--- config.mk ---
export PLATFORM = sky130hd
export DESIGN_NAME = audio_fifo_i2s_flat
export DESIGN_NICKNAME = d
export VERILOG_FILES = /design/src/rtl/audio_fifo_i2s_pkg.sv /design/src/rtl/audio_fifo_i2s_if.sv /design/src/rtl/audio_fifo_i2s_fifo.sv /design/src/rtl/audio_fifo_i2s.sv /design/src/flat_wrapper.sv
export SDC_FILE = /design/constraint.sdc
export NUM_CORES = 1
export LEC_CHECK = 0
export CORE_ASPECT_RATIO = 0.9
export CORE_MARGIN = 10
export CORE_UTILIZATION = 65
export DETAILED_ROUTE_END_ITERATION = 10
export GPL_ROUTABILITY_DRIVEN = 0
export MAX_ROUTING_LAYER = met4
export PLACE_DENSITY = 0.83
export SLEW_MARGIN = 15
export SYNTH_ARGS = -nofsm -noshare
export SYNTH_HDL_FRONTEND = slang
export SYNTH_HIERARCHICAL = 1
export SYNTH_SLANG_ARGS = --single-unit
--- constraint.sdc ---
create_clock -name i_clk -period 6.7 [get_ports i_clk]
set_input_delay 1.34 -clock i_clk [delete_from_list [all_inputs] [get_ports i_clk]]
set_output_delay 1.34 -clock i_clk [all_outputs]
set_load 0.005 [all_outputs]
--- src/rtl/audio_fifo_i2s_pkg.sv ---
// rtl/audio_fifo_i2s_pkg.sv - shared constants and types for the audio output path
// Purpose: frame geometry of the I2S serializer and the default sample type.
// Ports: none (package).
package audio_pkg;

    localparam int SLOT_BITS        = 32;
    localparam int FRAME_BITS       = 64;
    localparam int SAMPLE_W_DEFAULT = 24;

    localparam int BIT_CNT_W  = $clog2(FRAME_BITS);
    localparam int SLOT_POS_W = $clog2(SLOT_BITS);

    typedef logic signed [SAMPLE_W_DEFAULT-1:0] sample_t;

endpackage

--- src/rtl/audio_fifo_i2s_if.sv ---
// rtl/audio_fifo_i2s_if.sv - control, push and I2S signal bundle of audio_fifo_i2s
// Purpose: groups the synth-core push side, flag controls and codec pins.
// Ports (signals):
//   enable, ld_fifo, tone, clr_flags          driven by master
//   fifo_full, fifo_level, overflow, underflow,
//   i2s_bclk, i2s_lrclk, i2s_sdata            driven by slave (the block)
interface audio_fifo_i2s_if #(
    parameter int DEPTH = 16
);

    logic                     enable;
    logic                     ld_fifo;
    logic [31:0]              tone;
    logic                     clr_flags;
    logic                     fifo_full;
    logic [$clog2(DEPTH):0]   fifo_level;
    logic                     overflow;
    logic                     underflow;
    logic                     i2s_bclk;
    logic                     i2s_lrclk;
    logic                     i2s_sdata;

    modport master (
        output enable, ld_fifo, tone, clr_flags,
        input  fifo_full, fifo_level, overflow, underflow,
        input  i2s_bclk, i2s_lrclk, i2s_sdata
    );

    modport slave (
        input  enable, ld_fifo, tone, clr_flags,
        output fifo_full, fifo_level, overflow, underflow,
        output i2s_bclk, i2s_lrclk, i2s_sdata
    );

endinterface

--- src/rtl/audio_fifo_i2s_fifo.sv ---
// rtl/audio_fifo_i2s_fifo.sv - synchronous sample FIFO with drop-on-full push
// Purpose: circular buffer between the synth core and the serializer.
// Ports:
//   i_clk, i_rst   clock, asynchronous active-high reset
//   i_push         push request; ignored while full
//   i_pop          pop request; ignored while empty
//   i_din          data to push
//   o_dout         head entry (combinational)
//   o_count        occupancy, reads DEPTH when full
//   o_full/o_empty occupancy decodes of the count register
module sample_fifo #(
    parameter int DEPTH = 16,
    parameter int WIDTH = 24
) (
    input  logic                   i_clk,
    input  logic                   i_rst,
    input  logic                   i_push,
    input  logic                   i_pop,
    input  logic [WIDTH-1:0]       i_din,
    output logic [WIDTH-1:0]       o_dout,
    output logic [$clog2(DEPTH):0] o_count,
    output logic                   o_full,
    output logic                   o_empty
);

    localparam int AW = $clog2(DEPTH);

    logic [WIDTH-1:0] r_mem [DEPTH];
    logic [AW-1:0]    r_wr_ptr;
    logic [AW-1:0]    r_rd_ptr;
    logic [AW:0]      r_count;
    logic             w_push_ok;
    logic             w_pop_ok;

    // Full is taken from the registered count, so a push coinciding with a
    // pop on a full FIFO is still dropped.
    assign o_full    = (r_count == (AW+1)'(DEPTH));
    assign o_empty   = (r_count == '0);
    assign w_push_ok = i_push && !o_full;
    assign w_pop_ok  = i_pop && !o_empty;
    assign o_dout    = r_mem[r_rd_ptr];
    assign o_count   = r_count;

    always_ff @(posedge i_clk) begin
        if (w_push_ok) begin
            r_mem[r_wr_ptr] <= i_din;
        end
    end

    // Pointers are AW bits wide, so they wrap modulo DEPTH on their own.
    always_ff @(posedge i_clk or posedge i_rst) begin
        if (i_rst) begin
            r_wr_ptr <= '0;
            r_rd_ptr <= '0;
            r_count  <= '0;
        end else begin
            if (w_push_ok) begin
                r_wr_ptr <= r_wr_ptr + AW'(1);
            end
            if (w_pop_ok) begin
                r_rd_ptr <= r_rd_ptr + AW'(1);
            end
            case ({w_push_ok, w_pop_ok})
                2'b10:   r_count <= r_count + (AW+1)'(1);
                2'b01:   r_count <= r_count - (AW+1)'(1);
                default: r_count <= r_count;
            endcase
        end
    end

endmodule

--- src/rtl/audio_fifo_i2s.sv ---
// rtl/audio_fifo_i2s.sv - sample FIFO draining one mono sample per frame into a Philips I2S serializer
// Purpose: buffers synth samples, generates BCLK/LRCLK, shifts each sample
//          MSB first into both channel slots, keeps sticky debug flags.
// Ports:
//   i_clk   system clock
//   i_rst   asynchronous active-high reset
//   bus     audio_fifo_i2s_if.slave: enable, ld_fifo, tone, clr_flags in;
//           fifo_full, fifo_level, overflow, underflow, i2s_* out
module audio_fifo_i2s
    import audio_pkg::*;
#(
    parameter int DEPTH    = 16,
    parameter int SAMPLE_W = SAMPLE_W_DEFAULT,
    parameter int BCLK_DIV = 8
) (
    input  logic             i_clk,
    input  logic             i_rst,
    audio_fifo_i2s_if.slave  bus
);

    localparam int DIV_W = $clog2(BCLK_DIV);
    localparam logic [DIV_W-1:0] DIV_LAST = DIV_W'(BCLK_DIV - 1);

    logic [DIV_W-1:0]        r_div_cnt;
    logic [BIT_CNT_W-1:0]    r_bit_cnt;
    logic                    r_bclk;
    logic                    r_lrclk;
    logic                    r_sdata;
    logic [SAMPLE_W-1:0]     r_sample;
    logic                    r_overflow;
    logic                    r_underflow;

    logic                    w_tick;
    logic                    w_fall;
    logic                    w_frame_start;
    logic [BIT_CNT_W-1:0]    w_bit_next;
    logic [SLOT_POS_W-1:0]   w_slot_pos;
    logic [SLOT_BITS-1:0]    w_slot_word;
    logic                    w_slot_bit;
    logic [SAMPLE_W-1:0]     w_head;
    logic [$clog2(DEPTH):0]  w_count;
    logic                    w_full;
    logic                    w_empty;
    logic                    w_unused_tone;

    sample_fifo #(
        .DEPTH (DEPTH),
        .WIDTH (SAMPLE_W)
    ) u_fifo (
        .i_clk   (i_clk),
        .i_rst   (i_rst),
        .i_push  (bus.ld_fifo),
        .i_pop   (w_frame_start),
        .i_din   (bus.tone[SAMPLE_W-1:0]),
        .o_dout  (w_head),
        .o_count (w_count),
        .o_full  (w_full),
        .o_empty (w_empty)
    );

    assign w_unused_tone = ^bus.tone[31:SAMPLE_W];

    assign w_tick        = (r_div_cnt == DIV_LAST);
    assign w_fall        = bus.enable && w_tick && r_bclk;
    assign w_frame_start = w_fall && (r_bit_cnt == '1);
    assign w_bit_next    = r_bit_cnt + BIT_CNT_W'(1);
    assign w_slot_pos    = w_bit_next[SLOT_POS_W-1:0];

    // Slot word: position 0 is the one-bit I2S delay, positions 1..SAMPLE_W
    // carry the sample MSB first, the rest is zero padding.
    assign w_slot_word[0] = 1'b0;
    for (genvar g = 1; g < SLOT_BITS; g++) begin : g_slot
        if (g <= SAMPLE_W) begin : g_data
            assign w_slot_word[g] = r_sample[SAMPLE_W-g];
        end else begin : g_pad
            assign w_slot_word[g] = 1'b0;
        end
    end
    assign w_slot_bit = w_slot_word[w_slot_pos];

    // Serializer updates happen only on BCLK falling toggles. At frame start
    // the slot bit is always the delay bit, so the stale sample_reg is harmless.
    always_ff @(posedge i_clk or posedge i_rst) begin
        if (i_rst) begin
            r_div_cnt <= '0;
            r_bit_cnt <= '1;
            r_bclk    <= 1'b0;
            r_lrclk   <= 1'b0;
            r_sdata   <= 1'b0;
            r_sample  <= '0;
        end else if (!bus.enable) begin
            r_div_cnt <= '0;
            r_bit_cnt <= '1;
            r_bclk    <= 1'b0;
            r_lrclk   <= 1'b0;
            r_sdata   <= 1'b0;
            r_sample  <= '0;
        end else begin
            if (w_tick) begin
                r_div_cnt <= '0;
                r_bclk    <= !r_bclk;
            end else begin
                r_div_cnt <= r_div_cnt + DIV_W'(1);
            end
            if (w_fall) begin
                r_bit_cnt <= w_bit_next;
                r_lrclk   <= w_bit_next[BIT_CNT_W-1];
                r_sdata   <= w_slot_bit;
            end
            if (w_frame_start) begin
                r_sample <= w_empty ? '0 : w_head;
            end
        end
    end

    // A set event in the same cycle as clr_flags keeps the flag set.
    always_ff @(posedge i_clk or posedge i_rst) begin
        if (i_rst) begin
            r_overflow  <= 1'b0;
            r_underflow <= 1'b0;
        end else begin
            if (bus.ld_fifo && w_full) begin
                r_overflow <= 1'b1;
            end else if (bus.clr_flags) begin
                r_overflow <= 1'b0;
            end
            if (w_frame_start && w_empty) begin
                r_underflow <= 1'b1;
            end else if (bus.clr_flags) begin
                r_underflow <= 1'b0;
            end
        end
    end

    assign bus.fifo_full  = w_full;
    assign bus.fifo_level = w_count;
    assign bus.overflow   = r_overflow;
    assign bus.underflow  = r_underflow;
    assign bus.i2s_bclk   = r_bclk;
    assign bus.i2s_lrclk  = r_lrclk;
    assign bus.i2s_sdata  = r_sdata;

endmodule

--- src/flat_wrapper.sv ---
// flat-port wrapper written by rule: the top's interface ports become plain ports
module audio_fifo_i2s_flat import audio_pkg::*;
#(
    parameter int DEPTH    = 16,
    parameter int SAMPLE_W = SAMPLE_W_DEFAULT,
    parameter int BCLK_DIV = 8
)
  (i_clk, i_rst, bus_enable, bus_ld_fifo, bus_tone, bus_clr_flags, bus_fifo_full, bus_fifo_level, bus_overflow, bus_underflow, bus_i2s_bclk, bus_i2s_lrclk, bus_i2s_sdata);
  audio_fifo_i2s_if #(.DEPTH(DEPTH)) bus_i ();
  input  logic i_clk;
  input  logic i_rst;
  input wire logic [$bits(bus_i.enable)-1:0] bus_enable;
  input wire logic [$bits(bus_i.ld_fifo)-1:0] bus_ld_fifo;
  input wire logic [$bits(bus_i.tone)-1:0] bus_tone;
  input wire logic [$bits(bus_i.clr_flags)-1:0] bus_clr_flags;
  output wire logic [$bits(bus_i.fifo_full)-1:0] bus_fifo_full;
  output wire logic [$bits(bus_i.fifo_level)-1:0] bus_fifo_level;
  output wire logic [$bits(bus_i.overflow)-1:0] bus_overflow;
  output wire logic [$bits(bus_i.underflow)-1:0] bus_underflow;
  output wire logic [$bits(bus_i.i2s_bclk)-1:0] bus_i2s_bclk;
  output wire logic [$bits(bus_i.i2s_lrclk)-1:0] bus_i2s_lrclk;
  output wire logic [$bits(bus_i.i2s_sdata)-1:0] bus_i2s_sdata;
  assign bus_i.enable = bus_enable;
  assign bus_i.ld_fifo = bus_ld_fifo;
  assign bus_i.tone = bus_tone;
  assign bus_i.clr_flags = bus_clr_flags;
  assign bus_fifo_full = bus_i.fifo_full;
  assign bus_fifo_level = bus_i.fifo_level;
  assign bus_overflow = bus_i.overflow;
  assign bus_underflow = bus_i.underflow;
  assign bus_i2s_bclk = bus_i.i2s_bclk;
  assign bus_i2s_lrclk = bus_i.i2s_lrclk;
  assign bus_i2s_sdata = bus_i.i2s_sdata;
  audio_fifo_i2s #(.DEPTH(DEPTH), .SAMPLE_W(SAMPLE_W), .BCLK_DIV(BCLK_DIV)) u_core (.i_clk(i_clk), .i_rst(i_rst), .bus(bus_i));
endmodule
# After elaboration in Yosys (flattened, before gate mapping)
# Memories as Yosys holds them, arrays and structs flattened.
# Index checks and enable logic that the tools add are counted.
[totals]
reg_bits = 51
mem_bits_rw = 384
in_bits = 37
out_inout_bits = 11
n_memories = 1
[memory_table]
columns = ["name", "depth", "word_bits", "read_ports", "rd_ports_with_merged_regs", "write_ports", "line", "rtl"]
rows = [
  ["u_core.u_fifo.r_mem", 16, 24, 1, 0, 1, "audio_fifo_i2s_fifo.sv:28", "logic [WIDTH-1:0] r_mem [DEPTH];"],
]
[op_classes]
add_sub_neg = 6
order_cmp = 1
eq_ne = 8
mux = 21
reduce_logical = 14
[op_table]
columns = ["operator", "n"]
rows = [
  ["two-way mux 24 bit", 3],
  ["two-way mux 1 bit", 12],
  ["two-way mux 6 bit", 2],
  ["one-hot mux 5 bit (2 select lines)", 1],
  ["adder 4 x 1 -> 4 bit, second input constant", 2],
  ["logical AND 1 bit", 7],
  ["adder 6 x 1 -> 6 bit, second input constant", 1],
  ["== test 6 bit, second input constant", 1],
  ["less-than comparator 5 x 6 -> 1 bit, second input constant", 1],
  ["two-way mux 3 bit", 2],
  ["!= test 2 x 1 -> 1 bit, second input constant", 3],
  ["nonzero test 2 bit", 3],
  ["adder 5 x 1 -> 5 bit, second input constant", 1],
  ["binary-select mux 1 bit (select 5 bit)", 1],
  ["== test 5 bit, second input constant", 1],
  ["zero test 5 bit", 1],
  ["subtractor 5 x 1 -> 5 bit, second input constant", 1],
  ["adder 3 x 1 -> 3 bit, second input constant", 1],
  ["== test 3 bit, second input constant", 1],
  ["zero test 1 bit", 3],
  ["== test 2 x 1 -> 1 bit, second input constant", 1],
  ["== test 2 bit, second input constant", 1],
]

# Depth between registers and ports, before layout
[logic_depth]
word_depth = 7
depth_mapped = 15
ltp_nobuf = 14

# Modules after synthesis
# Netlist, hierarchy kept.
[modules_own_cells]
columns = ["mod", "n_inst", "cells_each", "area_each_um2", "seq_area_each_um2"]
rows = [
  ["sample_fifo", 1, 785, 15753.9, 11856.4],
  ["audio_fifo_i2s", 1, 139, 1796.7, 958.4],
]

# Worst setup path after synthesis
# OpenSTA, ideal clock, no wires.
[synth_timing]
path_type = "input port to flip-flop"
from = "input port bus_ld_fifo"
to = "memory u_core.u_fifo.r_mem[0][0], enable pin"
setup_time_ps = 435
arrival_time_ps = 3394
required_ps = 6265
slack_ps = 2871
stages = 4
path_buffers = 1
path_cell_list = "and2_1 buf_2 nand2_1 nor3_1"
[synth_via]
elab_chain_len = 3
[synth_rtl]
columns = ["item", "line", "rtl"]
rows = [
  ["start, declared", "flat_wrapper.sv:13", "input wire logic [$bits(bus_i.ld_fifo)-1:0] bus_ld_fifo;"],
  ["logical AND 1 bit", "audio_fifo_i2s_fifo.sv:39", "assign w_push_ok = i_push && !o_full;"],
  ["two-way mux 1 bit", "audio_fifo_i2s_fifo.sv:45", "if (w_push_ok) begin"],
  ["two-way mux 1 bit (implied by the code)", "audio_fifo_i2s_fifo.sv:46", "r_mem[r_wr_ptr] <= i_din;"],
  ["end, declared", "audio_fifo_i2s_fifo.sv:28", ""],
]
# No other way between the ends.

# Worst setup path in the final report
[layout_timing]
from = "input port bus_enable"
to = "register u_core.u_fifo.r_count[4] (netlist: u_core/u_fifo/o_count[4])"
[layout_via]
elab_chain_len = 6
[layout_rtl]
columns = ["item", "line", "rtl"]
rows = [
  ["start, declared", "flat_wrapper.sv:12", "input wire logic [$bits(bus_i.enable)-1:0] bus_enable;"],
  ["logical AND 1 bit * (2 in a row)", "audio_fifo_i2s.sv:64", "assign w_fall = bus.enable && w_tick && r_bclk;"],
  ["logical AND 1 bit *", "audio_fifo_i2s.sv:65", "assign w_frame_start = w_fall && (r_bit_cnt == '1);"],
  ["via u_core.w_frame_start", "audio_fifo_i2s.sv:35", "logic w_frame_start;"],
  ["logical AND 1 bit *", "audio_fifo_i2s_fifo.sv:40", "assign w_pop_ok = i_pop && !o_empty;"],
  ["== test 2 x 1 -> 1 bit or == test 2 bit (tied branches)", "audio_fifo_i2s_fifo.sv:63", "case ({w_push_ok, w_pop_ok})"],
  ["one-hot mux 5 bit (2 select lines) or nonzero test 2 bit (tied branches)", "-", ""],
  ["end signal, assigned", "audio_fifo_i2s_fifo.sv:64", "2'b10: r_count <= r_count + (AW+1)'(1);"],
  ["end signal, assigned", "audio_fifo_i2s_fifo.sv:65", "2'b01: r_count <= r_count - (AW+1)'(1);"],
  ["end signal, assigned", "audio_fifo_i2s_fifo.sv:66", "default: r_count <= r_count;"],
  ["end, declared", "audio_fifo_i2s_fifo.sv:31", "logic [AW:0] r_count;"],
]
# The timed path passes the listed nets; every way through them passes the cells marked *.
# A chain may end at the register's enable or synchronous reset.

==> results.json <==
{
  "status": "finished clean",
  "cp.arrival_ps": 4380,
  "antenna_found_initial": 1,
  "drtAntennaViolNets": 0,
  "rsz0062_at_grt": "false",
  "drt_iter0_markers": 833,
  "synth-seq-cells": 435,
  "drc_errors": 0,
  "r2r_start": "u_core/r_bit_cnt[0]",
  "clock-sinks": 435,
  "drv_slew": 0,
  "drt_pass1_iterations": 6,
  "period_minus_slack_ps": 3980,
  "synth-edff-count": 384,
  "fp.dieArea_um2": 33980,
  "p_sw_share_pct": 22.97,
  "wl_met2_mm": 17.38,
  "clkTransAtPathRegs_ps": 60,
  "clockPowerShare_pct": 36.4,
  "slew_headroom_pct": 22.74,
  "p_per_area_nw_per_um2": 310.7,
  "nFillCells": 1509,
  "ir_drop_v": 0.0002676,
  "clockRootBuffer": "clkbuf_16",
  "cts_tree": "done",
  "leakage_nw": 6.322,
  "areaGrowthSynthToFinish_pct": 10.63,
  "finalHoldViolCount": 0,
  "hold_ws_ps": 449.3,
  "wl_met3_mm": 2.886,
  "yosysSeqAreaShare_pct": 73.02,
  "yosysMostFrequentCell": "edfxtp_1",
  "timing.critical_path.required_ps": 7100,
  "cts_buffers": 42,
  "clock_path_buffers": 3,
  "grt_pass1_vias": 9087,
  "hold_buffers": 0,
  "io_pins": 48,
  "holdCritStartpoint": "u_core/r_div_cnt[0]",
  "top_layer": "met4",
  "wirelength_mm": 36.11,
  "route.vias.total": 8954,
  "yosysTopAreaCell": "edfxtp_1",
  "post-cts-setup-buffers": 0,
  "portBuffers": 39,
  "die_x_um": 193.2,
  "m1WireLength_mm": 14.91,
  "core_um2": 26350,
  "yosysWarnings": 6,
  "max_freq_mhz": 251.3,
  "crit_path_max_fanout": 16,
  "syn_inst": 924,
  "intPower_mw": 4.647,
  "drive_above_1_share_pct": 17.68,
  "grt_util_all_layers_pct": 21.80,
  "criticalPathCategory": "in -> reg",
  "ys_types": 53,
  "synth_ff_type": "edfxtp_1",
  "async_flop_share_pct": 11.72,
  "synthTopCellsByCount": "384 x edfxtp_1, 99 x mux2i_1, 49 x mux4_2",
  "crit_start": "bus_enable",
  "grt-ovfl-total": 0,
  "p_total_mw": 6.032,
  "netlist_top_cells_area": "edfxtp_1 66%, dfrtp_1 6.4%, mux4_2 6.3%",
  "period_share_pct": 59.40,
  "hold_class": "reg -> reg",
  "avgSynthCellArea_um2": 18.99,
  "worst_setup_path_end_kind": "flip-flop",
  "drv_cap": 0,
  "worst_pin_slew_ps": 1154,
  "dieHeight_um": 175.9,
  "start_util_pct": 66.62,
  "fin_worst_skew_ps": 21.93,
  "p_seq_share_pct": 54.9,
  "synth_area_um2": 17550,
  "nets": 1020,
  "synth.top_cell.area_share_pct": 65.70,
  "start_kind": "input pin",
  "viasPerCell": 6.633,
  "grt_max_degree": 106,
  "grt_pass1_wl_mm": 55.59,
  "combPwrFrac_pct": 8.7,
  "setup_viol": 0,
  "wire_per_inst_um": 26.75,
  "cts_resized": 0,
  "dp_hpwl_mm": 19.10,
  "setup_tns_ps": 0,
  "htreeDepth": 2,
  "synth_nets": 974,
  "clock_latency_ps": 530,
  "num_rows": 56,
  "switching_power_mw": 1.385
}
power by group through the flow:
stage	Sequential [mW]	Combinational (mW)	Clock, mW
4_1_cts	3.31	0.529	2.22
2_1_floorplan	3.33	0.274	0
6_report	3.31	0.527	2.19
3_3_place_gp	3.35	0.501	0
5_1_grt	3.33	0.569	2.33
3_5_place_dp	3.37	0.527	0
critical path, cell delays in order:
cell and delay [ps]:
clkdlybuf4s50_1 800, and2_1 260, nor2b_1 360, ha_1 310
inv_1 110, fa_1 410, nor2b_1 110, o21ai_0 100
nand3_1 90, or3b_1 360, xnor2_1 140
final timing paths:
check	to	slack (ps)	cells past startpoint
max	u_core/u_fifo/o_count[4]	2720	11
min in group asynchronous	u_core/u_fifo/r_wr_ptr[3]	1210	2
min	u_core/r_div_cnt[0]	450	1
max reg2reg	u_core/u_fifo/o_count[4]	2910	13
max in group asynchronous	u_core/r_bit_cnt[1]	5020	3
min reg2reg	u_core/r_div_cnt[0]	450	1
state kept, by name, summed over array words and instances, names as in the netlist:
name	flops
u_core/u_fifo/o_count	5
u_core/u_fifo/r_mem	384
u_core/bus.i2s_bclk	1
u_core/bus.underflow	1
u_core/r_div_cnt	3
u_core/bus.i2s_sdata	1
u_core/u_fifo/r_wr_ptr	4
u_core/r_bit_cnt	6
u_core/bus.i2s_lrclk	1
u_core/u_fifo/r_rd_ptr	4
u_core/r_sample	24
u_core/bus.overflow	1
routing by layer:
metal,vias to the layer above,GRT usage [%]
met5,-,-
met4,0,7.327
met1,4625,29.70
met3,80,3.864
li1,3843,-
met2,406,33.04
stage by stage:
step / setup WS [ps] / utilization [%] / instances / instance area (um^2)
floorplan: 2871 / - / 924 / 17550
global placement: 2213 / 68.82 / 1274 / 18130
detailed placement: 2173 / 68.82 / 1274 / 18130
CTS: 2721 / 73.67 / 1349 / 19410
global route: 2447 / 73.70 / 1350 / 19420
finish: 2720 / 73.70 / 1350 / 19420
cell families (layout without fill, tap and decap cells):
group           after synthesis  after routing  share of synthesized area [%]
other cells                   0              1                              0
mux                         155            155                          12.75
fa+ha+maj                    13             13                         0.9695
flops                       435            435                          73.02
buf+inv                      69            146                          3.016
simple gates                 96             96                          2.674
compound gates              140            140                          6.780
xor+xnor                     16             16                         0.7984
layout by cell type, fill, tap and decap left out, types with 3 or more instances in the layout:
| cell type | instances |
|---|---|
| a22o_1 | 24 |
| edfxtp_1 | 384 |
| or3_1 | 3 |
| nand2_1 | 41 |
| clkdlybuf4s50_1 | 39 |
| clkinv_1 | 7 |
| and2_1 | 6 |
| a221oi_2 | 19 |
| mux4_2 | 49 |
| ha_1 | 12 |
| clkbuf_8 | 4 |
| mux4_1 | 4 |
| a221oi_1 | 29 |
| o21ai_0 | 34 |
| buf_4 | 18 |
| nor3_2 | 4 |
| inv_1 | 13 |
| dfrtp_1 | 43 |
| a22oi_1 | 24 |
| clkbuf_1 | 11 |
| nand3_1 | 9 |
| clkbuf_16 | 43 |
| mux2i_1 | 99 |
| nor2_2 | 8 |
| nor2_4 | 4 |
| xnor2_1 | 10 |
| a21oi_1 | 3 |
| dfstp_2 | 6 |
| xor2_1 | 6 |
| clkinv_2 | 8 |
cell type report:
class                           count  area (um^2)  share of cell area [%]
Sequential cell                   435        12820                   66.03
Multi-Input combinational cell    420         4287                   22.08
Clock buffer                       58         1172                   6.038
Timing Repair Buffer               58        545.5                   2.810
Tap cell                          348        435.4                   2.243
Clock inverter                     17        105.1                  0.5413
Inverter                           13        48.80                  0.2513
Antenna cell                        1        2.502                 0.01289
No activity file was read; power rests on OpenSTA's default activity.
